`config.mk`:
```
export PLATFORM = sky130hd
export DESIGN_NAME = branch_predictor_controller
export DESIGN_NICKNAME = d
export VERILOG_FILES = /design/src/rtl/bpu_pkg.sv /design/src/rtl/prediction_fifo.sv /design/src/rtl/branch_predictor_controller.sv
export SDC_FILE = /design/constraint.sdc
export NUM_CORES = 1
export LEC_CHECK = 0
export CAP_MARGIN = 20
export CORE_AREA = 2 2 82 84
export CTS_CLUSTER_SIZE = 30
export DETAILED_ROUTE_END_ITERATION = 10
export DIE_AREA = 0 0 84 86
export PLACE_DENSITY = 0.81
export SLEW_MARGIN = 20
export SYNTH_ARGS = -nofsm -noshare
export SYNTH_HDL_FRONTEND = slang
export SYNTH_SLANG_ARGS = --single-unit
```
`constraint.sdc`:
```
create_clock -name clk_i -period 2.94 [get_ports clk_i]
set_input_delay 0.441 -clock clk_i [delete_from_list [all_inputs] [get_ports clk_i]]
set_output_delay 0.441 -clock clk_i [all_outputs]
set_load 0.05 [all_outputs]
```
`src/rtl/bpu_pkg.sv`:
```
// Shared types and helpers for the front-end branch predictor.
//   ctr_t            : 2-bit saturating pattern-history counter
//   WEAKLY_NOT_TAKEN : value every counter is swept to after reset
//   ctrl_state_e     : table controller states (INIT sweep, RUN service)
//   bpu_entry_t      : in-flight prediction record {index, prediction, counter}
//   sat_update()     : saturating counter update on a resolved outcome
package bpu_pkg;

  typedef logic [1:0] ctr_t;

  localparam ctr_t WEAKLY_NOT_TAKEN = 2'b01;

  // Index field is sized for the widest table supported; each user keeps
  // only the low IW bits, so unused upper bits are constant and trimmed.
  localparam int MAX_IW = 32;

  typedef enum logic {
    ST_INIT = 1'b0,
    ST_RUN  = 1'b1
  } ctrl_state_e;

  typedef struct packed {
    logic [MAX_IW-1:0] index;
    logic              prediction;
    ctr_t              counter;
  } bpu_entry_t;

  function automatic ctr_t sat_update(ctr_t ctr, logic taken);
    ctr_t res;
    if (taken) begin
      res = (ctr == 2'b11) ? ctr : ctr + 2'd1;
    end else begin
      res = (ctr == 2'b00) ? ctr : ctr - 2'd1;
    end
    return res;
  endfunction

endpackage

```
`src/rtl/prediction_fifo.sv`:
```
// In-order tracker for in-flight predictions.
//   alloc_i/alloc_index_i     : append an entry at the tail (read just issued)
//   commit_i/commit_counter_i : late counter data for the oldest uncommitted entry
//   pop_i                     : retire the head entry (resolution accepted)
//   flush_i                   : drop every entry, pointers back to 0
//   head_o                    : oldest entry
//   count_o / committed_o     : allocated entries / entries with counter data
module prediction_fifo
  import bpu_pkg::*;
#(
  parameter int DEPTH = 4,
  parameter int IW    = 10
) (
  input  logic                   clk_i,
  input  logic                   rst_n_i,
  input  logic                   flush_i,
  input  logic                   alloc_i,
  input  logic [IW-1:0]          alloc_index_i,
  input  logic                   commit_i,
  input  logic [1:0]             commit_counter_i,
  input  logic                   pop_i,
  output bpu_entry_t             head_o,
  output logic [$clog2(DEPTH):0] count_o,
  output logic [$clog2(DEPTH):0] committed_o
);

  localparam int PW = $clog2(DEPTH);

  bpu_entry_t    entries_q [DEPTH];
  logic [PW-1:0] head_q, head_d;
  logic [PW-1:0] tail_q, tail_d;
  logic [PW-1:0] commit_ptr;
  logic [PW:0]   count_q, count_d;
  logic [PW:0]   committed_q, committed_d;

  // Reads return in order, so the entry awaiting data sits just past the
  // committed ones. When committed == DEPTH no commit can be pending.
  assign commit_ptr = head_q + committed_q[PW-1:0];

  always_comb begin
    head_d      = head_q;
    tail_d      = tail_q;
    count_d     = count_q;
    committed_d = committed_q;
    if (flush_i) begin
      head_d      = '0;
      tail_d      = '0;
      count_d     = '0;
      committed_d = '0;
    end else begin
      if (alloc_i) tail_d = tail_q + PW'(1);
      if (pop_i)   head_d = head_q + PW'(1);
      count_d     = count_q + (PW+1)'(alloc_i) - (PW+1)'(pop_i);
      committed_d = committed_q + (PW+1)'(commit_i) - (PW+1)'(pop_i);
    end
  end

  always_ff @(posedge clk_i) begin
    if (!rst_n_i) begin
      head_q      <= '0;
      tail_q      <= '0;
      count_q     <= '0;
      committed_q <= '0;
    end else begin
      head_q      <= head_d;
      tail_q      <= tail_d;
      count_q     <= count_d;
      committed_q <= committed_d;
    end
  end

  // Entry storage carries no reset; validity is tracked by the counts.
  // Alloc and commit never target the same slot in one cycle.
  always_ff @(posedge clk_i) begin
    if (alloc_i && !flush_i) begin
      entries_q[tail_q].index      <= MAX_IW'(alloc_index_i);
      entries_q[tail_q].prediction <= 1'b0;
      entries_q[tail_q].counter    <= WEAKLY_NOT_TAKEN;
    end
    if (commit_i && !flush_i) begin
      entries_q[commit_ptr].prediction <= commit_counter_i[1];
      entries_q[commit_ptr].counter    <= commit_counter_i;
    end
  end

  assign head_o      = entries_q[head_q];
  assign count_o     = count_q;
  assign committed_o = committed_q;

endmodule

```
`src/rtl/branch_predictor_controller.sv`:
```
// Sequencer and port arbiter for the single-ported gshare pattern history
// table. Sweeps every counter to weakly-not-taken after reset, then shares
// the table port between prediction reads and resolution writes (writes win).
//   flush_i                      : drop unresolved predictions
//   predict_valid/index/ready    : fetch-side prediction request
//   prediction_valid_o/_o        : prediction result, one cycle after accept
//   resolve_valid/taken/ready    : execute-side resolution of the oldest branch
//   resolve_done_o/mispredicted_o: pulse one cycle after resolution accept
//   table_en/we/addr/wdata/rdata : table port, 1-cycle synchronous read
//   init_done_o                  : sweep finished, controller serving requests
module branch_predictor_controller
  import bpu_pkg::*;
#(
  parameter int TABLE_SIZE   = 1024,
  parameter int BUFFER_DEPTH = 4
) (
  input  logic                          clk_i,
  input  logic                          rst_n_i,
  input  logic                          flush_i,
  input  logic                          predict_valid_i,
  input  logic [$clog2(TABLE_SIZE)-1:0] predict_index_i,
  output logic                          predict_ready_o,
  output logic                          prediction_valid_o,
  output logic                          prediction_o,
  input  logic                          resolve_valid_i,
  input  logic                          resolve_taken_i,
  output logic                          resolve_ready_o,
  output logic                          resolve_done_o,
  output logic                          mispredicted_o,
  output logic                          table_en_o,
  output logic                          table_we_o,
  output logic [$clog2(TABLE_SIZE)-1:0] table_addr_o,
  output logic [1:0]                    table_wdata_o,
  input  logic [1:0]                    table_rdata_i,
  output logic                          init_done_o
);

  localparam int IW = $clog2(TABLE_SIZE);
  localparam int CW = $clog2(BUFFER_DEPTH) + 1;

  ctrl_state_e   state_q, state_d;
  logic [IW-1:0] sweep_q, sweep_d;
  logic          rd_pending_q, rd_pending_d;
  logic          done_q, done_d;
  logic          mispred_q, mispred_d;

  logic          run;
  logic          res_fire;
  logic          pred_fire;
  logic          commit;
  bpu_entry_t    head;
  logic [CW-1:0] count;
  logic [CW-1:0] committed;

  assign run = (state_q == ST_RUN);

  // Only entries whose counter has come back can be resolved; a resolution
  // takes the port, so it blocks a prediction in the same cycle.
  assign resolve_ready_o = run && (committed != '0);
  assign res_fire        = resolve_valid_i && resolve_ready_o;
  assign predict_ready_o = run && (count < CW'(BUFFER_DEPTH)) && !flush_i && !res_fire;
  assign pred_fire       = predict_valid_i && predict_ready_o;

  // A read response arriving during a flush belongs to a dropped entry.
  assign commit             = rd_pending_q && !flush_i;
  assign prediction_valid_o = commit;
  assign prediction_o       = commit && table_rdata_i[1];

  assign resolve_done_o = done_q;
  assign mispredicted_o = mispred_q;
  assign init_done_o    = run;

  prediction_fifo #(
    .DEPTH (BUFFER_DEPTH),
    .IW    (IW)
  ) u_fifo (
    .clk_i            (clk_i),
    .rst_n_i          (rst_n_i),
    .flush_i          (flush_i && run),
    .alloc_i          (pred_fire),
    .alloc_index_i    (predict_index_i),
    .commit_i         (commit),
    .commit_counter_i (table_rdata_i),
    .pop_i            (res_fire),
    .head_o           (head),
    .count_o          (count),
    .committed_o      (committed)
  );

  // Table port: the sweep owns it in INIT (held off while reset is asserted),
  // then a resolution write has priority over a prediction read.
  always_comb begin
    table_en_o    = 1'b0;
    table_we_o    = 1'b0;
    table_addr_o  = '0;
    table_wdata_o = '0;
    if (state_q == ST_INIT) begin
      if (rst_n_i) begin
        table_en_o    = 1'b1;
        table_we_o    = 1'b1;
        table_addr_o  = sweep_q;
        table_wdata_o = WEAKLY_NOT_TAKEN;
      end
    end else if (res_fire) begin
      table_en_o    = 1'b1;
      table_we_o    = 1'b1;
      table_addr_o  = IW'(head.index);
      table_wdata_o = sat_update(head.counter, resolve_taken_i);
    end else if (pred_fire) begin
      table_en_o   = 1'b1;
      table_addr_o = predict_index_i;
    end
  end

  always_comb begin
    state_d      = state_q;
    sweep_d      = sweep_q;
    rd_pending_d = 1'b0;
    done_d       = 1'b0;
    mispred_d    = 1'b0;
    case (state_q)
      ST_INIT: begin
        sweep_d = sweep_q + IW'(1);
        if (&sweep_q) state_d = ST_RUN;
      end
      ST_RUN: begin
        rd_pending_d = pred_fire;
        done_d       = res_fire;
        mispred_d    = res_fire && (resolve_taken_i != head.prediction);
      end
      default: state_d = ST_INIT;
    endcase
  end

  always_ff @(posedge clk_i) begin
    if (!rst_n_i) begin
      state_q      <= ST_INIT;
      sweep_q      <= '0;
      rd_pending_q <= 1'b0;
      done_q       <= 1'b0;
      mispred_q    <= 1'b0;
    end else begin
      state_q      <= state_d;
      sweep_q      <= sweep_d;
      rd_pending_q <= rd_pending_d;
      done_q       <= done_d;
      mispred_q    <= mispred_d;
    end
  end

endmodule

```
==> reports/metrics.yaml, run 1 <==
synth_seq_area_share: 0.584
finalMaxSlewViolations: 0
hold_violations: 0
area_growth_pct: 21.1
clk_path_buf_depth: 2
portBuffers: 38
cp.arrival_ns: 2.14
viasPerCell: 5.51
grt_pass1_vias: 2240
worst_slack_ns: 0.357
n_antenna_cell: 0
synth_area_sq_um: 3360
grt-ovfl-total: 0
post-route-util: 0.648
crit_path_end_kind: "primary output"
first_iter_violations: 189
status: "completed"
reg2reg_from: "init_done_o"
synth.net_count: 274
synth_async_sr_flop_share: 0
dp_hpwl_um: 4760
clock_tree.root_cell: "clkbuf_8"
place.gp.congestion: 0.784
p_sw_w: 0.000388
cts_resized: 0
hold_path_depth: 2
first_pass_iters: 5
rsz0062_at_grt: "no"
p_seq_frac: 0.571
routed_wl_um: 6660
cts_buffers: 9
r2r_end: "u_fifo.count_o[2]"
io_pins: 39
hp-start: "u_fifo.tail_q[1]"
die_y_um: 86
grt_first_pass_wirelength_um: 11100
synthCells: 244
antenna_left: 0
path_max_fanout: 18
power.share.clock: 0.383
grt_max_degree: 19
required_ns: 2.50
comb_power_share: 0.046
core-area_sq_um: 6280
setup_violations: 0
setup-tns-final_ns: 0
max-cap-violations: 0
r2r.worst_path.cells: 9
hp-class: "register to register"
p_per_area_nw_per_um2: 478
rows: 29
die_x_um: 84
mostFrequentLayoutCell: "edfxtp_1"
htree_num_levels: 3
synth_edf_count: 48
place_ws_ns: 0.200
peakVddDrop_uv: 286
whs_ns: 0.561
layout-drive-gt1-share: 0.205
fp.dieArea_sq_um: 7220
cts.reportedPaths.clkPinSlew_ns: 0.07
crit_type: "primary input to primary output"
initial_core_util: 0.535
layout_common_cells: "edfxtp_1 (48), dfxtp_1 (26), buf_4 (25), inv_1 (22), clkdlybuf4s50_1 (22)"
hold_buffers: 0
clkSinkCount: 74
nets: 327
fmax_mhz: 387
antenna_found_initial: 0
switching_share: 0.200
power.total_w: 0.00194
maxSlewHeadroom: 0.669
yosys_most_used_dff: "edfxtp_1"
period_needed_ns: 2.58
wire_per_inst_um: 17.6
drc_errors: 0
cell_internal_pwr_w: 0.00156
vias: 2088
cp-start-kind: "primary input"
rrSetupSlack_ns: 0.56
cts_tree: "yes"
ys_warn_count: 0
tightest_slew_ns: 0.495
ys_ff_latch: 74
clock_skew_ns: 0.00533
avgSynthCellArea_sq_um: 13.8
track_usage: 0.203
clk_latency_ns: 0.34
finalCritPeriodShare: 0.879
power_leakage_nw: 1.58
synth_cell_types: 39
cts_setup_buffers: 0
hold_end: "u_fifo.tail_q[1]"
per-stage QoR:
| step | area (sq um) | std cells |
|---|---|---|
| 2_1_floorplan | 3370 | 244 |
| 3_3_place_gp | 3880 | 363 |
| 3_5_place_dp | 3880 | 363 |
| 4_1_cts | 4070 | 379 |
| 5_1_grt | 4070 | 379 |
| 6_report | 4070 | 379 |
power by group through the flow:
stage	sequential, W	clock (W)	combinational [W]
after floorplan	0.00113	0	0.0000369
after global placement	0.00113	0	0.0000877
after detailed placement	0.00113	0	0.0000896
after CTS	0.00111	0.000759	0.0000902
after global routing	0.00111	0.000803	0.0000961
final	0.00111	0.000744	0.0000901
flip-flops by register name (all words and copies together), names as in the netlist, named ones only:
name and count:
u_fifo.entries_q 48, sweep_q 10, u_fifo.committed_o 3, u_fifo.count_o 3, u_fifo.head_q 2, u_fifo.tail_q 2
init_done_o 1, mispredicted_o 1, rd_pending_q 1, resolve_done_o 1
synthesized netlist by cell type, drive strengths merged, types with 6 or more instances:
library cell,n,area (sq um)
nand3,6,30.0
nand2,10,37.5
a222oi,10,100
xnor2,13,114
ha,10,125
dfxtp,26,521
edfxtp,48,1440
nor2,13,65.1
mux4,12,274
and2,16,100
inv,22,82.6
xor2,6,52.6
area by class of cell:
cell class	count	area (sq um)
Fill cell	454	2210
Sequential cell	74	1960
Multi-Input combinational cell	139	1250
Timing Repair Buffer	51	488
Clock buffer	12	145
Tap cell	77	96.3
Inverter	22	82.6
Clock inverter	4	41.3
metal layers:
metal,vias up,GRT usage,wire length [um]
met4,0,0.0880,142
met1,1019,0.249,2820
li1,999,-,-
met5,-,0,0
met2,57,0.356,3400
met3,13,0.0366,301
cells by family after synthesis:
group,after synthesis,synth area share
muxes,18,0.101
xor gates and xnor gates,19,0.0495
buffers and inverters,31,0.0451
adders and majority gates,13,0.0525
DFF,74,0.584
and+or+nand+nor,71,0.121
AOI/OAI and AO/OA,18,0.0473
worst max path at each step:
stage | start | endpoint | slack [ns] | cells after the start
global route | init_done_o | table_addr_o[2] | 0.20 | 5
detailed placement | resolve_valid_i | u_fifo.count_o[2] | 0.20 | 10
global placement | resolve_valid_i | u_fifo.count_o[2] | 0.28 | 10
finish | resolve_valid_i | table_addr_o[4] | 0.36 | 6
CTS | init_done_o | table_addr_o[4] | 0.35 | 5
floorplan | init_done_o | table_wdata_o[1] | 0.14 | 4
worst max-delay path: stages:
cell and delay, ns:
clkdlybuf4s50_1 0.46, o311a_1 0.41, nor2_8 0.14, a222oi_1 0.41, inv_1 0.07, buf_4 0.20
Note: power is estimated with default switching activity, not from simulation.
==> inputs of run 2 (changes only) <==
--- a/config.mk
+++ b/config.mk
@@ -6,11 +6,13 @@
 export NUM_CORES = 1
 export LEC_CHECK = 0
 export CAP_MARGIN = 20
-export CORE_AREA = 2 2 82 84
+export CELL_PAD_IN_SITES_DETAIL_PLACEMENT = 0
+export CELL_PAD_IN_SITES_GLOBAL_PLACEMENT = 1
+export CORE_AREA = 2 2 89 91
 export CTS_CLUSTER_SIZE = 30
 export DETAILED_ROUTE_END_ITERATION = 10
-export DIE_AREA = 0 0 84 86
-export PLACE_DENSITY = 0.81
+export DIE_AREA = 0 0 91 93
+export PLACE_DENSITY = 0.83
 export SLEW_MARGIN = 20
 export SYNTH_ARGS = -nofsm -noshare
 export SYNTH_HDL_FRONTEND = slang
==> run 2 against run 1 <==
Setup slack got worse by 0.029 ns. Final cell count increased by 6.3%. Critical path depth decreased by 1. Sequential power about the same. Critical endpoint is now table_wdata_o[0]. Count of clock-buffer cells in the layout unchanged. Via count decreased by 1.1%. Global-route usage decreased by 2.8 points. Critical path type is now register to primary output. Sequential share of layout area decreased by 0.76 points.
==> reports/metrics.yaml, run 2 (same netlist as run 1, synthesis figures left out) <==
hp-class: "register to register"
clock_skew_ns: 0.00972
viasPerCell: 5.12
dpl-instance-area_sq_um: 3900
track_usage: 0.175
power.share.clock: 0.425
cp.arrival_ns: 2.17
crit_type: "register to primary output"
required_ns: 2.50
clk_path_buf_depth: 2
fmax_mhz: 383
grt_first_pass_wirelength_um: 11200
cts_buffers: 9
period_needed_ns: 2.61
path_max_fanout: 12
area_growth_pct: 23.0
first_iter_violations: 183
cts_tree: "yes"
io_pins: 39
vias: 2064
power_leakage_nw: 1.60
antenna_left: 0
max-cap-violations: 0
power.total_w: 0.00209
tightest_slew_ns: 0.499
rows: 32
setup_violations: 0
setup-tns-final_ns: 0
fp.dieArea_sq_um: 8460
grt-ovfl-total: 0
wire_per_inst_um: 17.0
biggestRegsByFlops: "u_fifo.entries_q (48), sweep_q (10)"
top_register: "u_fifo.entries_q"
finalMaxSlewViolations: 0
p_sw_w: 0.000410
first_pass_iters: 5
p_per_area_nw_per_um2: 505
place.gp.congestion: 0.782
maxSlewHeadroom: 0.666
die_y_um: 93
portBuffers: 38
initial_core_util: 0.446
status: "completed"
r2r.worst_path.cells: 8
reg2reg_from: "u_fifo.committed_o[1]"
rrSetupSlack_ns: 0.64
hold_violations: 0
finalCritPeriodShare: 0.889
die_x_um: 91
routed_wl_um: 6840
grt_max_degree: 19
comb_power_share: 0.044
cp-start-kind: "register"
cp-endpoint: "table_wdata_o[0]"
r2r_end: "u_fifo.count_o[2]"
clkSinkCount: 74
mostFrequentLayoutCell: "edfxtp_1"
drc_errors: 0
layout-drive-gt1-share: 0.216
postLayoutCellArea_sq_um: 4130
htree_num_levels: 3
clock_tree.root_cell: "clkbuf_8"
p_seq_frac: 0.531
cts.reportedPaths.clkPinSlew_ns: 0.07
dp_hpwl_um: 4810
layout_common_cells: "edfxtp_1 (48), dfxtp_1 (26), buf_4 (25), inv_1 (22), clkdlybuf4s50_1 (21)"
switching_share: 0.196
core-area_sq_um: 7530
antenna_found_initial: 0
peakVddDrop_uv: 303
rsz0062_at_grt: "no"
hold_buffers: 0
crit_path_end_kind: "primary output"
nets: 326
cell_internal_pwr_w: 0.00168
grt_pass1_vias: 2170
n_antenna_cell: 0
cts_resized: 0
cts_setup_buffers: 0
clk_latency_ns: 0.34
largest_register_ffs: 48
-- run 2: changes by cell type in the layout (fill, tap and decap cells not counted), sizes merged --
cell           previous run  this run
bufinv                    1         2
clkdlybuf4s50            22        21
clkinv                    3         2
-- run 2: metrics by stage --
| stage | worst slack (ns) | util | instances | hold slack, ns |
|---|---|---|---|---|
| global route | 0.218 | 0.549 | 403 | 0.591 |
| CTS | 0.269 | 0.549 | 403 | 0.567 |
| finish | 0.328 | 0.549 | 403 | 0.557 |
| detailed placement | 0.254 | 0.518 | 387 | 0.550 |
| floorplan | 0.136 | - | 244 | 0.503 |
| global placement | 0.329 | 0.518 | 387 | 0.525 |
-- run 2: how the worst min path moves through the flow --
| stage | end | slack (ns) | start | cells past startpoint |
|---|---|---|---|---|
| floorplan | sweep_q[5] | 0.50 | sweep_q[5] | 2 |
| global placement | init_done_o | 0.52 | init_done_o | 1 |
| detailed placement | u_fifo.committed_o[2] | 0.55 | u_fifo.committed_o[2] | 2 |
| CTS | u_fifo.committed_o[2] | 0.57 | u_fifo.committed_o[2] | 2 |
| global route | u_fifo.committed_o[2] | 0.59 | u_fifo.committed_o[2] | 2 |
| finish | u_fifo.committed_o[2] | 0.56 | u_fifo.committed_o[2] | 2 |
-- run 2: layout make-up --
class,instances,area [sq um]
well taps,102,128
multi-input cells,139,1250
clock inverters,4,73.8
repair buffers,50,478
flip-flops and latches,74,1960
fillers,663,3390
inverters,22,82.6
clock buffers,12,156
-- run 2: metal layers --
metal  routed length [um]  up-vias  track usage
met5                    0        -            0
met4                   93        0       0.0732
met3                  357        9       0.0411
met2                 3540       65        0.310
met1                 2850     1001        0.206
li1                     -      989            -
-- run 2: critical path: stages (launching register included) --
cell     delay [ns]
dfxtp_1        0.31
buf_4          0.26
mux4_2         0.59
maj3_2         0.31
a21o_1         0.21
buf_12         0.15
-- run 2: power groups by stage --
stage	combinational (W)	sequential, W	clock [W]
after floorplan	0.0000369	0.00113	0
after global placement	0.0000920	0.00113	0
after detailed placement	0.0000925	0.00113	0
after CTS	0.0000933	0.00111	0.000909
after global routing	0.0000979	0.00111	0.000945
final	0.0000921	0.00111	0.000887
